## config.mk

```make
export PLATFORM = sky130hd
export DESIGN_NAME = frame_align_ctrl
export DESIGN_NICKNAME = d
export VERILOG_FILES = /design/src/rtl/frame_align_pkg.sv /design/src/rtl/frame_align_timer.sv /design/src/rtl/frame_align_ctrl.sv
export SDC_FILE = /design/constraint.sdc
export NUM_CORES = 1
export LEC_CHECK = 0
export CAP_MARGIN = 30
export CORE_ASPECT_RATIO = 1.1
export CORE_MARGIN = 5
export CORE_UTILIZATION = 59
export CTS_CLUSTER_DIAMETER = 80
export DETAILED_ROUTE_END_ITERATION = 12
export PLACE_DENSITY = 0.87
export SLEW_MARGIN = 40
export SYNTH_ARGS = -nofsm -noshare
export SYNTH_HDL_FRONTEND = slang
export SYNTH_SLANG_ARGS = --single-unit
```

## constraint.sdc

```tcl
create_clock -name sample_clk -period 4.42 [get_ports sample_clk]
set_input_delay 0.663 -clock sample_clk [delete_from_list [all_inputs] [get_ports sample_clk]]
set_output_delay 0.663 -clock sample_clk [all_outputs]
set_load 0.005 [all_outputs]
```

## src/rtl/frame_align_pkg.sv

```systemverilog
// Shared state encoding and default constants for the frame-clock aligner.
package frame_align_pkg;
   localparam int unsigned DEF_S             = 8;
   localparam logic [7:0]  DEF_FRAME_PATTERN = 8'hF0;
   localparam int unsigned DEF_SETTLE_CYCLES = 16;
   localparam int unsigned DEF_LOCK_COUNT    = 8;
   localparam int unsigned DEF_LOSS_COUNT    = 4;
   localparam int unsigned CNT_W             = 8;

   typedef enum logic [2:0] {
      ST_IDLE   = 3'd0,
      ST_SETTLE = 3'd1,
      ST_CHECK  = 3'd2,
      ST_SLIP   = 3'd3,
      ST_LOCKED = 3'd4,
      ST_FAIL   = 3'd5
   } state_t;
endpackage

```

## src/rtl/frame_align_timer.sv

```systemverilog
// Settle countdown: load sets the count, tick decrements it toward zero.
module frame_align_timer
   import frame_align_pkg::*;
#(
   parameter int unsigned LOAD_VAL = DEF_SETTLE_CYCLES
) (
   input  logic i_clk,
   input  logic i_clr,
   input  logic i_load,
   input  logic i_tick,
   output logic o_done_c
);

   logic [CNT_W-1:0] r_count;

   always_ff @(posedge i_clk) begin
      if (i_clr) begin
         r_count <= '0;
      end else if (i_load) begin
         r_count <= CNT_W'(LOAD_VAL);
      end else if (i_tick && (r_count != '0)) begin
         r_count <= r_count - CNT_W'(1);
      end
   end

   // High on the tick that takes the count to zero, so SETTLE lasts LOAD_VAL cycles.
   assign o_done_c = (r_count <= CNT_W'(1));

endmodule

```

## src/rtl/frame_align_ctrl.sv

```systemverilog
// Frame-clock alignment controller: issues bitslips until the deserialized
// frame word matches the expected pattern, then holds and monitors lock.
module frame_align_ctrl
   import frame_align_pkg::*;
#(
   parameter int unsigned   S             = DEF_S,
   parameter logic [S-1:0]  FRAME_PATTERN = S'(DEF_FRAME_PATTERN),
   parameter int unsigned   SETTLE_CYCLES = DEF_SETTLE_CYCLES,
   parameter int unsigned   LOCK_COUNT    = DEF_LOCK_COUNT,
   parameter int unsigned   LOSS_COUNT    = DEF_LOSS_COUNT
) (
   input  logic              sample_clk,
   input  logic              reset,
   input  logic              enable,
   input  logic              restart,
   input  logic [S-1:0]      frame_word,
   output logic              bitslip,
   output logic              locked,
   output logic              error,
   output logic [$clog2(S):0] slip_count,
   output logic [2:0]        state_dbg
);

   localparam int unsigned SCW = $clog2(S) + 1;

   state_t           r_state;
   logic             r_bitslip;
   logic             r_locked;
   logic             r_error;
   logic [SCW-1:0]   r_slip_cnt;
   logic [CNT_W-1:0] r_match_cnt;
   logic [CNT_W-1:0] r_miss_cnt;

   logic w_match;
   logic w_restart;
   logic w_lock_hit;
   logic w_loss_hit;
   logic w_timer_clr;
   logic w_timer_load;
   logic w_timer_tick;
   logic w_settle_done;

   assign w_match     = (frame_word == FRAME_PATTERN);
   assign w_restart   = restart && (r_state != ST_IDLE);
   assign w_lock_hit  = w_match && (r_match_cnt == CNT_W'(LOCK_COUNT - 1));
   assign w_loss_hit  = !w_match && (r_miss_cnt == CNT_W'(LOSS_COUNT - 1));
   assign w_timer_clr = reset || !enable;

   // Timer reload on every entry into SETTLE, tick while in it.
   always_comb begin
      w_timer_load = 1'b0;
      w_timer_tick = 1'b0;
      if (w_restart) begin
         w_timer_load = 1'b1;
      end else begin
         case (r_state)
            ST_IDLE:   w_timer_load = 1'b1;
            ST_SETTLE: w_timer_tick = 1'b1;
            ST_SLIP:   w_timer_load = 1'b1;
            ST_LOCKED: w_timer_load = w_loss_hit;
            default:   w_timer_load = 1'b0;
         endcase
      end
   end

   frame_align_timer #(
      .LOAD_VAL (SETTLE_CYCLES)
   ) u_timer (
      .i_clk    (sample_clk),
      .i_clr    (w_timer_clr),
      .i_load   (w_timer_load),
      .i_tick   (w_timer_tick),
      .o_done_c (w_settle_done)
   );

   always_ff @(posedge sample_clk) begin
      if (reset) begin
         r_state     <= ST_IDLE;
         r_bitslip   <= 1'b0;
         r_locked    <= 1'b0;
         r_error     <= 1'b0;
         r_slip_cnt  <= '0;
         r_match_cnt <= '0;
         r_miss_cnt  <= '0;
      end else begin
         r_bitslip <= 1'b0;
         if (!enable) begin
            r_state     <= ST_IDLE;
            r_locked    <= 1'b0;
            r_error     <= 1'b0;
            r_slip_cnt  <= '0;
            r_match_cnt <= '0;
            r_miss_cnt  <= '0;
         end else if (w_restart) begin
            r_state     <= ST_SETTLE;
            r_locked    <= 1'b0;
            r_error     <= 1'b0;
            r_slip_cnt  <= '0;
            r_match_cnt <= '0;
            r_miss_cnt  <= '0;
         end else begin
            case (r_state)
               ST_IDLE: begin
                  r_state    <= ST_SETTLE;
                  r_slip_cnt <= '0;
               end
               ST_SETTLE: begin
                  if (w_settle_done) begin
                     r_state     <= ST_CHECK;
                     r_match_cnt <= '0;
                  end
               end
               ST_CHECK: begin
                  if (w_match) begin
                     r_match_cnt <= r_match_cnt + CNT_W'(1);
                     if (w_lock_hit) begin
                        r_state    <= ST_LOCKED;
                        r_locked   <= 1'b1;
                        r_miss_cnt <= '0;
                     end
                  end else if (r_slip_cnt < SCW'(S)) begin
                     r_state <= ST_SLIP;
                  end else begin
                     r_state <= ST_FAIL;
                     r_error <= 1'b1;
                  end
               end
               ST_SLIP: begin
                  r_bitslip <= 1'b1;
                  r_state   <= ST_SETTLE;
                  if (r_slip_cnt < SCW'(S)) begin
                     r_slip_cnt <= r_slip_cnt + SCW'(1);
                  end
               end
               ST_LOCKED: begin
                  if (w_match) begin
                     r_miss_cnt <= '0;
                  end else if (w_loss_hit) begin
                     r_state    <= ST_SETTLE;
                     r_locked   <= 1'b0;
                     r_slip_cnt <= '0;
                     r_miss_cnt <= '0;
                  end else begin
                     r_miss_cnt <= r_miss_cnt + CNT_W'(1);
                  end
               end
               ST_FAIL: begin
                  r_error <= 1'b1;
               end
               default: begin
                  r_state <= ST_IDLE;
               end
            endcase
         end
      end
   end

   assign bitslip    = r_bitslip;
   assign locked     = r_locked;
   assign error      = r_error;
   assign slip_count = r_slip_cnt;
   assign state_dbg  = r_state;

endmodule

```

==> results.ini <==
[run_status]
status = complete, no violations

[setup_path]
regToRegEndpoint = r_match_cnt[7]
ff2ff_path_depth = 5
cp_data_required_time_ns = 4.64
regToRegStartpoint = state_dbg[0]
cp-start-kind = input port
end_kind = flop
critPathMaxFanout = 13
rrSetupSlack_ns = 1.81
criticalPathCategory = in -> reg
crit_arrival_ns = 2.99

[clock_network]
clkLatencyLatePin_ns = 0.35
hold_buffers = 0
cts.repair.resized = 0
root_buffer = clkbuf_4
clkSinkCount = 34
clk_path_buf_depth = 2
cts-buffers-inserted = 5
cts.reportedPaths.clkPinSlew_ns = 0.10
cts_tree = built
htreeDepth = 2
post_cts.repair.setup_buffers = 0

[synth]
yosysSeqAreaShare_pct = 38.1
synth-edff-count = 0
synthesis.nets = 233
synthFlopType = dfxtp_1
synth-async-reset-ratio_pct = 0
yosys_warnings = 0
synth.avg_cell_area_um2 = 8.32
yosys_register_bits = 34
synth_cell_types = 49
netlist_area_um2 = 1790
netlist_instances = 215

[sta]
max_slew_margin_pct = 48.8
rsz0062_at_grt = no
slew_viol_final = 0
finalHoldViolCount = 0
tns_ns = 0
layout_min_cycle_time_ns = 2.77
setup_violations = 0
fin_ws_ns = 1.65
worst_pin_slew_ns = 0.765
fin_skew_ns = 0.00508
fin_crit_sh_pct = 62.7
clock.fmax_mhz = 361

[min_path]
holdPathStages = 2
hold_end = r_match_cnt[7]
min_path_type = reg -> reg
hp-start = r_match_cnt[7]

[finish]
n_antenna_cell = 0
area_delta_synth_final_pct = 15.9
drive_gt1_share_pct = 5.91
fin_nets = 254

[global_routing]
grt_pass1_vias = 1542
grt_pass1_wl_um = 6430
grt_max_degree = 17
antenna_found_initial = 0
grt_usage_pct = 18.8
grt_overflow = 0

[drt]
drtIter0Drc = 85
vias = 1623
postRouteAntennaNets = 0
drtPass1Iterations = 4
routed_wl_um = 3750
post_drt_wl_per_cell_um = 13.8
via_per_inst = 5.99
drc = 0

[floorplanning]
core_area_um2 = 2970
die_y_um = 67.7
die-area_um2 = 4230
pin_count = 22
start_util_pct = 60.2
die_w_um = 62.5
rows = 21

[placed_design]
port_buffers = 21
globalplace.congestion = 0.891
dp_slack_ns = 1.32
dp.final_hpwl_um = 2690

[pwr]
vdd_drop_max_v = 0.000268
p_leak_nw = 0.697
power_density_nw_per_um2 = 266

[run]
cap_violations = 0

## cell usage after synthesis, drive strengths merged, types with 4 or more instances
cell	number	area share (%)
dfxtp	34	38
nor2	32	6.7
a21oi	19	5.3
nor3	11	3.1
nand2	10	2.1
nand3	8	2.2
o21ai	7	2.0
ha	6	4.2
or4	6	2.5
xnor2	6	2.9
xor2	6	2.9
a211oi	5	2.1
clkbuf	5	1.0
and3	4	1.4
inv	4	0.84
nand3b	4	1.7
## sequential cells by signal, indices dropped and copies added (netlist names)
| register | cells |
|---|---|
| locked | 1 |
| error | 1 |
| bitslip | 1 |
| state_dbg | 3 |
| r_miss_cnt | 8 |
| slip_count | 4 |
| r_match_cnt | 8 |
| u_timer.r_count | 8 |
## how the worst max path moves through the flow
stage / from / endpoint
after floorplan: frame_word[3] / r_match_cnt[7]
after global placement: frame_word[3] / r_miss_cnt[3]
after detailed placement: frame_word[3] / r_miss_cnt[4]
after CTS: frame_word[3] / r_miss_cnt[4]
after global routing: frame_word[3] / r_miss_cnt[3]
final: frame_word[3] / r_miss_cnt[5]
## layout make-up
class	instances	area [um^2]
clock buffer	7	55.1
clock inverter	1	5.00
fill	252	897
inverter	4	15.0
multi-input combinational	170	1060
sequential	34	681
tap	34	42.5
timing repair buffer	21	210
## kinds of logic (layout without fill, tap and decap cells)
logic type	after synthesis	count (layout)	share of synthesized area (%)
XOR/XNOR	12	12	5.88
multiplexers	2	2	1.12
AND/OR/NAND/NOR	100	100	29.8
buffers and inverters	11	33	2.45
adder cells (fa/ha/maj)	6	6	4.20
flip-flops	34	34	38.1
AO/OA/AOI/OAI	50	50	18.5
## placed cells by master (no fill, tap or decap), types with 6 or more instances in the layout
| cell type | synthesis | routed |
|---|---|---|
| a21oi_1 | 19 | 19 |
| clkdlybuf4s50_1 | 0 | 21 |
| dfxtp_1 | 34 | 34 |
| ha_1 | 6 | 6 |
| nand2_1 | 10 | 10 |
| nand3_1 | 8 | 8 |
| nor2_1 | 32 | 32 |
| nor3_1 | 11 | 11 |
| o21ai_0 | 7 | 7 |
| or4_1 | 6 | 6 |
| xnor2_1 | 6 | 6 |
| xor2_1 | 6 | 6 |
## worst max-delay path: stages
cell and delay [ns]:
clkdlybuf4s50_1 0.40, or4_1 0.58, nor2_1 0.63, o22ai_1 0.39, o21ai_0 0.25, a21oi_1 0.08
## through the flow
stage	power [mW]	cells	hold slack [ns]	utilization (%)	area, um^2
after floorplan	0.354	215	0.447	-	1790
after global placement	0.373	263	0.462	67.8	2010
after detailed placement	0.373	263	0.476	67.8	2010
after CTS	0.558	271	0.491	69.8	2070
after global routing	0.581	271	0.517	69.8	2070
final	0.551	271	0.486	69.8	2070
## routing by layer
metal	vias to the layer above	share of wire, %	GRT usage (%)
li1	827	-	-
met1	758	46	21.2
met3	5	4.5	6.49
met5	-	0	0
met2	33	49	32.4
met4	0	1.2	8.49
## where the power goes
part	switching, mW	total [mW]	internal, mW
clock	0.107	0.184	0.0770
sequential	0.00498	0.314	0.309
combinational	0.0267	0.0530	0.0263
total	0.139	0.551	0.412
(Power assumes the default switching activity.)
